**config.mk**
```make
export PLATFORM = sky130hd
export DESIGN_NAME = display_scan_mux
export DESIGN_NICKNAME = d
export VERILOG_FILES = /design/src/rtl/display_scan_mux.sv
export SDC_FILE = /design/constraint.sdc
export NUM_CORES = 1
export LEC_CHECK = 0
export CAP_MARGIN = 20
export CORE_UTILIZATION = 55
export DETAILED_ROUTE_END_ITERATION = 8
export PLACE_DENSITY = 0.88
export SLEW_MARGIN = 10
export SYNTH_ARGS = -nofsm -noshare
export SYNTH_HDL_FRONTEND = slang
export SYNTH_SLANG_ARGS = --single-unit
```
**constraint.sdc**
```tcl
create_clock -name clk -period 4.3 [get_ports clk]
set_input_delay 0.86 -clock clk [delete_from_list [all_inputs] [get_ports clk]]
set_output_delay 0.86 -clock clk [all_outputs]
set_load 0.1 [all_outputs]
```
**src/rtl/display_scan_mux.sv**
```systemverilog
// display_scan_mux: time-multiplexed scanner for common-anode 7-segment displays.
// It steps through the digits one slot at a time. Each slot opens with a dead time
// in which every anode is off, to avoid ghosting. Digit values and decimal points
// are latched once per frame, so a frame is never drawn from two different values.
module display_scan_mux #(
   parameter int NUM_DIGITS   = 4,
   parameter int PRESCALE     = 100000,
   parameter int BLANK_CYCLES = 1000
) (
   input  logic                          clk,
   input  logic                          rst,
   input  logic                          en,
   input  logic                          lz_blank,
   input  logic [4*NUM_DIGITS-1:0]       digits,
   input  logic [NUM_DIGITS-1:0]         dp_in,
   output logic [NUM_DIGITS-1:0]         an,
   output logic [6:0]                    seg,
   output logic                          dp,
   output logic [((NUM_DIGITS > 1) ? $clog2(NUM_DIGITS) : 1)-1:0] digit_idx,
   output logic                          frame_tick
);

   localparam int IW = (NUM_DIGITS > 1) ? $clog2(NUM_DIGITS) : 1;
   localparam int CW = $clog2(PRESCALE);
   localparam logic [CW-1:0] CNT_LAST  = CW'(PRESCALE - 1);
   localparam logic [CW-1:0] BLANK_LIM = CW'(BLANK_CYCLES);
   localparam logic [IW-1:0] IDX_LAST  = IW'(NUM_DIGITS - 1);

   logic [CW-1:0]           cnt_reg;
   logic [IW-1:0]           idx_reg;
   logic [4*NUM_DIGITS-1:0] shadow_digits_reg;
   logic [NUM_DIGITS-1:0]   shadow_dp_reg;
   logic                    shadow_lz_reg;

   // A frame starts in the first enabled cycle of slot 0. The display content
   // for the whole frame is captured in that cycle.
   logic load;
   assign load = en && (cnt_reg == '0) && (idx_reg == '0);

   // While the capture is happening, the output path reads the incoming values
   // directly. With zero dead time, the first cycle of a frame therefore already
   // shows the new content and not the previous frame's content.
   logic [4*NUM_DIGITS-1:0] eff_digits;
   logic [NUM_DIGITS-1:0]   eff_dp;
   logic                    eff_lz;
   assign eff_digits = load ? digits   : shadow_digits_reg;
   assign eff_dp     = load ? dp_in    : shadow_dp_reg;
   assign eff_lz     = load ? lz_blank : shadow_lz_reg;

   // Per-digit view:
   //   nib      - the digit's nibble.
   //   zero_from[i] - set when digits NUM_DIGITS-1 down to i are all zero.
   //   blank_vec - marks the leading zeros to blank. Digit 0 is never blanked.
   //   an_lit   - the active-low anode pattern for each slot.
   logic [3:0]            nib [NUM_DIGITS];
   logic [NUM_DIGITS:0]   zero_from;
   logic [NUM_DIGITS-1:0] blank_vec;
   logic [NUM_DIGITS-1:0] an_lit;

   assign zero_from[NUM_DIGITS] = 1'b1;

   generate
      for (genvar gi = 0; gi < NUM_DIGITS; gi++) begin : g_digit
         assign nib[gi]       = eff_digits[4*gi +: 4];
         assign zero_from[gi] = (nib[gi] == 4'h0) && zero_from[gi+1];
         assign an_lit[gi]    = (idx_reg != IW'(gi));
         if (gi == 0) begin : g_first
            assign blank_vec[gi] = 1'b0;
         end else begin : g_rest
            assign blank_vec[gi] = eff_lz && zero_from[gi];
         end
      end
   endgenerate

   logic [3:0] cur_nib;
   logic       cur_blank;
   logic       cur_dp;
   logic       in_dead;
   assign cur_nib   = nib[idx_reg];
   assign cur_blank = blank_vec[idx_reg];
   assign cur_dp    = eff_dp[idx_reg];
   assign in_dead   = (BLANK_CYCLES > 0) && (cnt_reg < BLANK_LIM);

   // Hex nibble to active-low segments {g,f,e,d,c,b,a}.
   function automatic logic [6:0] hex7(input logic [3:0] v);
      logic [6:0] s;
      s = 7'h7F;
      case (v)
         4'h0: s = 7'h40;
         4'h1: s = 7'h79;
         4'h2: s = 7'h24;
         4'h3: s = 7'h30;
         4'h4: s = 7'h19;
         4'h5: s = 7'h12;
         4'h6: s = 7'h02;
         4'h7: s = 7'h78;
         4'h8: s = 7'h00;
         4'h9: s = 7'h10;
         4'hA: s = 7'h08;
         4'hB: s = 7'h03;
         4'hC: s = 7'h46;
         4'hD: s = 7'h21;
         4'hE: s = 7'h06;
         4'hF: s = 7'h0E;
         default: s = 7'h7F;
      endcase
      return s;
   endfunction

   // Slot timer and digit index. Both advance only while scanning is enabled,
   // and the frame content is captured at the start of each frame.
   always_ff @(posedge clk or posedge rst) begin
      if (rst) begin
         cnt_reg           <= '0;
         idx_reg           <= '0;
         shadow_digits_reg <= '0;
         shadow_dp_reg     <= '0;
         shadow_lz_reg     <= 1'b0;
      end else if (en) begin
         if (cnt_reg == CNT_LAST) begin
            cnt_reg <= '0;
            idx_reg <= (idx_reg == IDX_LAST) ? '0 : idx_reg + 1'b1;
         end else begin
            cnt_reg <= cnt_reg + 1'b1;
         end
         if (load) begin
            shadow_digits_reg <= digits;
            shadow_dp_reg     <= dp_in;
            shadow_lz_reg     <= lz_blank;
         end
      end
   end

   // Registered pin drivers. All outputs are dark when scanning is paused or
   // during dead time. Otherwise the current slot's digit is driven.
   always_ff @(posedge clk or posedge rst) begin
      if (rst) begin
         an         <= '1;
         seg        <= 7'h7F;
         dp         <= 1'b1;
         digit_idx  <= '0;
         frame_tick <= 1'b0;
      end else begin
         digit_idx  <= idx_reg;
         frame_tick <= en && (cnt_reg == CNT_LAST) && (idx_reg == IDX_LAST);
         if (!en || in_dead) begin
            an  <= '1;
            seg <= 7'h7F;
            dp  <= 1'b1;
         end else begin
            an  <= an_lit;
            seg <= cur_blank ? 7'h7F : hex7(cur_nib);
            dp  <= ~cur_dp;
         end
      end
   end

endmodule

```
==> results.toml <==
[status]
outcome = "completed"

[place]
gp_congestion = 0.904
portBuffers = 38
placed_area_mm2 = 0.00345
preCtsSetupSlack_ns = 0.142
dp_hpwl_um = 4550

[synthesis]
synth_nets = 315
synth.avg_cell_area_um2 = 10.6
ys_seq_elements = 55
synth_ff_type = "dfrtp_1"
synth_cell_types = 48
yosysWarnings = 0
synthesis.area_mm2 = 0.00296
syn-instance-count = 279
ys_seq_area_share_pct = 47.0
yosysTopAreaCellShare_pct = 36.4
synth_edf_count = 0
yosys-top-cells-area = "dfrtp_1 (36%), dfstp_2 (11%), nand2_1 (8.1%)"
synthArstFlopShare_pct = 100
yosysTopAreaCell = "dfrtp_1"

[worst_setup_path]
crit_family = "simple AND/OR/NAND/NOR gates"
setup.worst_path.class = "in -> reg"
slowest_delay_ns = 0.59
crit_buf_inv = 3
critPathSlowestCell = "or4b_4"
startpoint_type = "input port"
crit_chain = "clkdlybuf4s50_1, inv_4, or4b_4, nor2_8, mux2_2, mux4_2, inv_1, ha_1, or3_1, nand4_1, a21bo_1"
cp.arrival_ns = 4.13
crit_fanout = 6
required_ns = 4.57
end_kind = "flip-flop"
r2r_setup_slack_ns = 0.79

[clock_tree]
cts_buffers = 5
ctsHoldBuffers = 0
clockBufferDepth = 2
post_cts_buffers = 0
root_buffer = "clkbuf_8"
path_clk_slew_ns = 0.09
clock_latency_ns = 0.32
htree_num_levels = 2
cts_sinks = 55
cts_resized = 0
cts_tree = "built"

[run]
maxCapViolCount = 0

[floorplan]
rows = 26
core_mm2 = 0.00514
die_y_um = 75.4
die-area_mm2 = 0.00568
io_pins = 39
start_util_pct = 57.6
die_x_um = 75.4

[grt]
grt_max_degree = 34
grt_pass1_wl_um = 10500
grt_pass1_vias = 2298
antenna_found_initial = 0
grt_overflow = 0
grt_usage_pct = 25.2

[pwr]
report.power.total_mw = 1.08
p_per_area_mw_per_mm2 = 304
peakVddDrop_uv = 222
leakagePower_nw = 1.61

[cells_and_area]
drive_gt1_share_pct = 15.9
largest_register_ffs = 17
fin_area_mm2 = 0.00356
register_area_mm2 = 0.00139
antenna_cells = 0
multi_input_area_mm2 = 0.00146
num-fill-cells = 412
area_growth_pct = 20.3
nets = 362

[timing]
drv_slew = 0
tightest_slew_ns = 0.976
fin_crit_sh_pct = 89.7
hold_viol_final = 0
hold_ws_ns = 0.476
setup_violations = 0
finalSetupTns_ns = 0
rsz0062_at_grt = "no"
postLayoutSetupSlackWorst_ns = 0.442
period_minus_slack_ns = 3.86
skew_ns = 0.00513
fmax_mhz = 259
slew-limit-headroom_pct = 34.8

[route]
drt_wl_total_um = 6450
wl_per_cell_um = 16.2
firstDrtPassIters = 4
vias_per_cell = 5.73
final_antenna_net_count = 0
drt-initial-drc-count = 158
via_count = 2275
remaining_drc_errors = 0

[worst_hold_path]
hold_path.class = "reg -> reg"
## final cells by class
type | count | area share [%]
clock buffer | 6 | 2.04
clock inverter | 2 | 1.05
inverter | 16 | 1.76
multi-input combinational | 201 | 41.0
sequential | 55 | 39.1
tap | 70 | 2.46
timing repair buffer | 47 | 12.6
## layer usage
layer	track usage, %	share of wire, %	vias up
li1	-	-	1060
met1	31.8	43	1105
met2	42.0	49	89
met3	6.22	5.2	21
met4	10.5	2.7	0
met5	0	0	-
## cells by family after synthesis
| family | after synthesis | synth area share, % |
|---|---|---|
| AO/OA/AOI/OAI | 29 | 6.77 |
| adder cells (fa/ha/maj) | 12 | 5.07 |
| XOR/XNOR | 17 | 5.03 |
| flip-flops | 55 | 47.0 |
| buffers and inverters | 23 | 3.81 |
| multiplexers | 25 | 12.1 |
| AND/OR/NAND/NOR | 118 | 20.3 |
## layout by cell type, fill, tap and decap left out, drive strengths merged, types with 3 or more instances in the layout
cell / count
dfstp: 12
nand4: 6
xor2: 7
inv: 15
clkbuf: 6
clkdlybuf4s50: 38
and4: 3
dfrtp: 43
buf: 9
mux2: 9
nor4: 4
ha: 12
nand2: 65
o21ai: 8
nor3: 5
nor2: 16
o211ai: 5
xnor2: 10
mux4: 7
o221ai: 3
and3: 4
mux2i: 9
a21oi: 3
nand3: 6
## tightest hold or removal path, stage by stage (launching register included)
cell and delay [ns]:
dfrtp_1 0.34, nand2_1 0.05, nand2_1 0.06
## where the power goes
part	switching (mW)	leakage (nW)	total (mW)	internal, mW
sequential	0.0471	0.694	0.595	0.548
clock	0.171	0.0514	0.344	0.174
combinational	0.0740	0.866	0.143	0.0693
## stage by stage
stage / std cells / utilization, %
floorplan: 279 / -
global placement: 389 / 67.1
detailed placement: 389 / 67.1
CTS: 397 / 69.3
global route: 397 / 69.3
finish: 397 / 69.3
## Yosys cell counts (4+ instances only)
cell type  instances
nor3_1             5
dfrtp_1           43
and3_1             4
nand2_1           64
nor2_1            15
mux2_2             9
clkbuf_1           5
dfstp_2           12
o211ai_1           5
o21ai_0            8
xor2_1             7
xnor2_1           10
mux4_2             5
mux2i_1            9
ha_1              12
nand4_1            5
nand3_1            6
inv_1             14
## final timing paths
| kind | from | to | depth (start not counted) |
|---|---|---|---|
| max | en | seg[3] | 11 |
| min | shadow_dp_reg[3] | shadow_dp_reg[3] | 2 |
| max reg2reg | idx_reg[0] | seg[3] | 11 |
| min reg2reg | shadow_dp_reg[3] | shadow_dp_reg[3] | 2 |
| max in group asynchronous | rst | seg[1] | 3 |
| min in group asynchronous | rst | digit_idx[0] | 2 |
(Power assumes the default switching activity.)
